**src/rtl/mac_dot_accumulator_pkg.sv**
```systemverilog
// Shared definitions for the MAC dot-product accumulator.
//   state_t : FSM state encoding (IDLE, ACCUM, DONE)
//   PROD_W  : width of the 4x4 multiplier product
//   OPND_W  : width of each multiplier operand
package mac_dot_accumulator_pkg;

    typedef enum logic [1:0] {
        IDLE  = 2'd0,
        ACCUM = 2'd1,
        DONE  = 2'd2
    } state_t;

    localparam int PROD_W = 8;
    localparam int OPND_W = 4;

endpackage

```
**src/rtl/mac_dot_accumulator_mult.sv**
```systemverilog
// 4-bit unsigned array multiplier built from half and full adders.
// Ports:
//   a       [3:0] in  : multiplicand
//   b       [3:0] in  : multiplier
//   product [7:0] out : a * b, purely combinational
// Each row adds the next partial product (a & b[i]) to the previous row's
// sum shifted right by one; the dropped LSB of every row is a final
// product bit and the last row supplies the upper five bits.

module half_adder (
    input  logic x,
    input  logic y,
    output logic s,
    output logic c
);
    assign s = x ^ y;
    assign c = x & y;
endmodule

module full_adder (
    input  logic x,
    input  logic y,
    input  logic ci,
    output logic s,
    output logic co
);
    assign s  = x ^ y ^ ci;
    assign co = (x & y) | (ci & (x ^ y));
endmodule

module fa_ha_multiplier_4bit (
    input  logic [3:0] a,
    input  logic [3:0] b,
    output logic [7:0] product
);
    logic [3:0][3:0] row_sum;
    logic [3:0]      row_cout;
    logic [3:1][4:1] carry;

    assign row_sum[0]  = a & {4{b[0]}};
    assign row_cout[0] = 1'b0;

    for (genvar i = 1; i < 4; i++) begin : g_row
        logic [3:0] x;
        logic [3:0] y;
        assign x = {row_cout[i-1], row_sum[i-1][3:1]};
        assign y = a & {4{b[i]}};

        half_adder u_ha (
            .x (x[0]),
            .y (y[0]),
            .s (row_sum[i][0]),
            .c (carry[i][1])
        );

        for (genvar j = 1; j < 4; j++) begin : g_bit
            full_adder u_fa (
                .x  (x[j]),
                .y  (y[j]),
                .ci (carry[i][j]),
                .s  (row_sum[i][j]),
                .co (carry[i][j+1])
            );
        end

        assign row_cout[i] = carry[i][4];
    end

    assign product = {row_cout[3], row_sum[3], row_sum[2][0], row_sum[1][0], row_sum[0][0]};
endmodule

```
**src/rtl/mac_dot_accumulator.sv**
```systemverilog
// Multiply-accumulate stage: accepts N_TERMS operand pairs, multiplies each
// in the 4-bit array multiplier and sums the products into a saturating
// ACC_W-bit dot-product result.
// Ports:
//   clk, rst_n            : clock, asynchronous active-low reset
//   start                 : begin a new dot product (only honoured in IDLE)
//   in_valid/in_ready     : operand-pair handshake, a/b operands
//   out_valid/out_ready   : result handshake
//   acc                   : accumulated result (held until the next start)
//   ovf                   : sticky saturation flag for the current dot product
//   busy                  : high in ACCUM and DONE
//   state                 : current FSM state, for observation
// Handshakes: a transfer happens on a rising edge where valid and ready are
// both high; ready never depends on valid, and out_valid stays high with acc
// stable until out_ready is seen.
module mac_dot_accumulator
    import mac_dot_accumulator_pkg::*;
#(
    parameter int N_TERMS = 4,
    parameter int ACC_W   = 12,
    parameter int CNT_W   = 5
) (
    input  logic              clk,
    input  logic              rst_n,
    input  logic              start,
    input  logic              in_valid,
    output logic              in_ready,
    input  logic [OPND_W-1:0] a,
    input  logic [OPND_W-1:0] b,
    output logic              out_valid,
    input  logic              out_ready,
    output logic [ACC_W-1:0]  acc,
    output logic              ovf,
    output logic              busy,
    output state_t            state
);

    localparam logic [CNT_W-1:0] N_LAST = CNT_W'(N_TERMS);

    state_t             state_r;
    logic [CNT_W-1:0]   cnt;
    logic               s1_valid;
    logic [OPND_W-1:0]  s1_a;
    logic [OPND_W-1:0]  s1_b;
    logic [PROD_W-1:0]  prod;
    logic [ACC_W-1:0]   acc_r;
    logic               ovf_r;
    logic [ACC_W:0]     sum;
    logic               sat;
    logic               take;

    fa_ha_multiplier_4bit u_fa_ha_multiplier_4bit (
        .a       (s1_a),
        .b       (s1_b),
        .product (prod)
    );

    // One extra bit catches the carry out of the accumulator; once ovf is
    // set the result is pinned at all ones for the rest of the dot product.
    assign sum  = {1'b0, acc_r} + (ACC_W+1)'(prod);
    assign sat  = sum[ACC_W] | ovf_r;

    assign in_ready  = (state_r == ACCUM) && (cnt < N_LAST);
    assign take      = in_valid & in_ready;
    assign out_valid = (state_r == DONE);
    assign busy      = (state_r != IDLE);
    assign acc       = acc_r;
    assign ovf       = ovf_r;
    assign state     = state_r;

    always_ff @(posedge clk or negedge rst_n) begin
        if (!rst_n) begin
            state_r  <= IDLE;
            cnt      <= '0;
            s1_valid <= 1'b0;
            s1_a     <= '0;
            s1_b     <= '0;
            acc_r    <= '0;
            ovf_r    <= 1'b0;
        end else begin
            case (state_r)
                IDLE: begin
                    if (start) begin
                        acc_r    <= '0;
                        ovf_r    <= 1'b0;
                        cnt      <= '0;
                        s1_valid <= 1'b0;
                        state_r  <= ACCUM;
                    end
                end
                ACCUM: begin
                    s1_valid <= take;
                    if (take) begin
                        s1_a <= a;
                        s1_b <= b;
                        cnt  <= cnt + CNT_W'(1);
                    end
                    if (s1_valid) begin
                        if (sat) begin
                            acc_r <= '1;
                            ovf_r <= 1'b1;
                        end else begin
                            acc_r <= sum[ACC_W-1:0];
                        end
                        // The counter already counts the pair being added,
                        // so reaching N_LAST here means this is the last add.
                        if (cnt == N_LAST) begin
                            state_r <= DONE;
                        end
                    end
                end
                DONE: begin
                    if (out_ready) begin
                        state_r <= IDLE;
                    end
                end
                default: state_r <= IDLE;
            endcase
        end
    end

endmodule

```
**config.mk**
```make
export PLATFORM = sky130hd
export DESIGN_NAME = mac_dot_accumulator
export DESIGN_NICKNAME = d
export VERILOG_FILES = /design/src/rtl/mac_dot_accumulator_pkg.sv /design/src/rtl/mac_dot_accumulator_mult.sv /design/src/rtl/mac_dot_accumulator.sv
export SDC_FILE = /design/constraint.sdc
export NUM_CORES = 1
export LEC_CHECK = 0
export ABC_AREA = 1
export CORE_MARGIN = 8
export CORE_UTILIZATION = 53
export DETAILED_ROUTE_END_ITERATION = 8
export HOLD_SLACK_MARGIN = 0.12
export PLACE_DENSITY_LB_ADDON = 0.3
export SLEW_MARGIN = 10
export SYNTH_ARGS = -nofsm -noshare
export SYNTH_HDL_FRONTEND = slang
export SYNTH_SLANG_ARGS = --single-unit
```
**constraint.sdc**
```tcl
create_clock -name clk -period 5.8 [get_ports clk]
set_input_delay 1.45 -clock clk [delete_from_list [all_inputs] [get_ports clk]]
set_output_delay 1.45 -clock clk [all_outputs]
set_load 0.005 [all_outputs]
```
==> insert_results.sql <==
INSERT INTO impl_metrics (metric_group, metric, value, unit) VALUES
('setup_path', 'worst_r2r_startpoint', 's1_b[0]', ''),
('setup_path', 'timing.reg2reg.setup_slack', '670', 'ps'),
('cts', 'clock_tree_from_tritoncts', 'yes', ''),
('setup_path', 'setup.worst_path.class', 'reg -> reg', ''),
('logic_synthesis', 'mean_instance_size_in_the_synthesized_netlist', '7.29', 'sq um'),
('sta', 'fin_worst_skew', '3.74', 'ps'),
('sta', 'drv_slew', '0', ''),
('placement', 'gpl.final_weighted_congestion', '0.866', ''),
('route', 'ant_nets', '0', ''),
('grt', 'initial_antenna_violation_count', '0', ''),
('placement', 'port_buffers', '30', ''),
('sta', 'slew-limit-headroom', '43.2', '%'),
('logic_synthesis', 'synth_seq_cells', '29', ''),
('route', 'avgRoutedWirePerCell', '12.2', 'microns'),
('setup_path', 'worst_path_largest_cell_delay', '450', 'ps'),
('power', 'vdd.ir_drop.worst', '0.000254', 'V'),
('sta', 'grt_setup_unrepaired', 'no', ''),
('outcome', 'result_of_the_run', 'complete, no violations', ''),
('min_path', 'holdCritPathClass', 'reg -> reg', ''),
('logic_synthesis', 'yosysTopAreaCellShare', '34.0', '%'),
('cts', 'postCtsHoldBufs', '0', ''),
('setup_path', 'critical_path.n_buffers_inverters', '7', ''),
('layout', 'commonest_cells_after_routing_fill_and_taps_aside', '121 x nand2_1, 51 x inv_1, 30 x clkdlybuf4s50_1', ''),
('layout', 'final_layout_net_count', '365', ''),
('sta', 'layout_min_cycle_time', '5130', 'ps'),
('cts', 'cts_root_buf', 'clkbuf_8', ''),
('setup_path', 'rr_worst_depth', '25', ''),
('route', 'drc', '0', ''),
('grt', 'grt_usage', '16.1', '%'),
('setup_path', 'critical-path-slowest-cell', 'fa_1', ''),
('logic_synthesis', 'yosys.area.top_type', 'dfrtp_1', ''),
('logic_synthesis', 'mapped_area', '2140', 'sq um'),
('sta', 'setup_total_negative_slack', '0', 'ps'),
('power', 'power', '1.11', 'mW'),
('layout', 'ratio_of_cells_with_drive_above_1_in_the_final_layout', '5.18', '%'),
('logic_synthesis', 'yosys_warnings', '0', ''),
('layout', 'post_synthesis_to_final_layout_area_growth', '20.4', '%'),
('grt', 'grt_start_max_net_pins', '30', ''),
('setup_path', 'worstSetupStartpoint', 's1_b[0]', ''),
('min_path', 'min_path_cells', '2', ''),
('setup_path', 'regToRegEndpoint', 'acc[9]', ''),
('setup_path', 'crit_family', 'adder cells', ''),
('layout', 'layout.cells.most_common', 'nand2_1', ''),
('cts', 'clk_pin_slew_worst_paths', '60', 'ps'),
('setup_path', 'worstPathRequired', '5980', 'ps'),
('sta', 'worst-slew-pin-transition', '848', 'ps'),
('logic_synthesis', 'syn_nets', '330', ''),
('power', 'power_density_relative_to_cell_area', '433', 'nW/um^2'),
('setup_path', 'critical_path.endpoint_type', 'flip-flop', ''),
('logic_synthesis', 'synth-seq-area-share', '34.0', '%'),
('die', 'core_area', '3940', 'sq um'),
('die', 'ios', '31', ''),
('logic_synthesis', 'synth.lib_cells_used.distinct', '24', ''),
('die', 'die_w', '79.5', 'microns'),
('cts', 'clkSinkCount', '29', ''),
('cts', 'cts_buffers', '5', ''),
('logic_synthesis', 'gate_count_post_synth', '293', ''),
('route', 'detailroute.via_count', '1822', ''),
('route', 'avgViaCountPerCell', '4.82', ''),
('sta', 'finalCritPeriodShare', '88.5', '%'),
('cts', 'clk-insertion-delay-late', '280', 'ps'),
('layout', 'layout.filler_cells', '342', ''),
('sta', 'finalHoldViolations', '0', ''),
('die', 'die_area', '6320', 'sq um'),
('die', 'starting_density_of_the_core', '54.2', '%'),
('route', 'dr.first_iter.drc_count', '76', ''),
('grt', 'grt.overflow.total', '0', ''),
('cts', 'cts_repair_resize_count', '0', ''),
('cts', 'cts_post_setup_buffers_inserted', '0', ''),
('grt', 'first_global_vias', '1825', ''),
('setup_path', 'worstPathMaxFanout', '8', '');
cell type report:
| class | count | area [sq um] | share of cell area (%) |
|---|---|---|---|
| multi-input combinational | 206 | 1180 | 46.0 |
| sequential | 29 | 726 | 28.2 |
| timing repair buffer | 31 | 308 | 12.0 |
| inverter | 55 | 206 | 8.03 |
| clock buffer | 7 | 86.3 | 3.36 |
| tap | 50 | 62.6 | 2.43 |
kinds of logic (layout without fill, tap and decap cells):
logic type | count (synthesis) | in the layout | share of synthesized area, %
flops | 29 | 29 | 34.0
buf+inv | 58 | 93 | 10.7
xor+xnor | 7 | 7 | 2.87
fa+ha+maj | 24 | 24 | 17.2
compound gates | 14 | 14 | 3.69
simple gates | 161 | 161 | 31.6
metrics by stage:
step | utilization (%) | hold slack [ps] | cell area [sq um] | std cells | setup WS, ps
floorplan | - | 498 | 2140 | 293 | 1010
global placement | 63.1 | 500 | 2490 | 371 | 769
detailed placement | 63.1 | 511 | 2490 | 371 | 657
CTS | 65.2 | 525 | 2570 | 378 | 661
global route | 65.2 | 570 | 2570 | 378 | 312
finish | 65.2 | 519 | 2570 | 378 | 667
metal layers:
metal  up-vias  part of all wire [%]  GRT usage [%]
li1        951                     -              -
met1       837                    46           18.5
met2        28                    49           27.5
met3         6                   4.2           4.62
met4         0                   1.5           6.48
met5         -                     0              0
registers in the layout, indices dropped and copies added, names as in the netlist:
signal / cells
ovf: 1
acc: 12
s1_b: 4
state: 2
s1_valid: 1
s1_a: 4
cnt: 5
tightest hold or removal path: stages, from the launching register on:
cell and delay, ps:
dfrtp_1 370, nand2_1 60, nand2_1 50
synthesized netlist by cell type:
cell / number
a21oi_1: 1
nor2_1: 14
buf_6: 1
fa_1: 9
nor4_4: 1
nand2_1: 121
nand2_4: 1
xor2_1: 3
nand3b_2: 1
o21ai_1: 2
inv_2: 4
inv_1: 51
nand4_1: 3
xnor2_1: 4
o221ai_1: 1
o21ai_0: 8
ha_1: 15
nand3_1: 16
nand3b_1: 1
o211ai_1: 1
a21boi_0: 1
buf_2: 2
nand2_2: 3
dfrtp_1: 29
power breakdown:
| part | switching (mW) | leakage (nW) | internal, mW |
|---|---|---|---|
| Combinational | 0.349 | 1.08 | 0.262 |
| Sequential | 0.0703 | 0.385 | 0.264 |
| Clock | 0.0741 | 0.0443 | 0.0939 |
| Total | 0.493 | 1.51 | 0.620 |
worst max-delay path by stage:
stage / end / slack (ps) / cells past startpoint
floorplan: acc[11] / 1010 / 25
detailed placement: acc[9] / 660 / 25
finish: acc[9] / 670 / 25
CTS: acc[9] / 660 / 25
global route: acc[9] / 310 / 25
global placement: acc[11] / 770 / 25
Note: power is estimated with default switching activity, not from simulation.
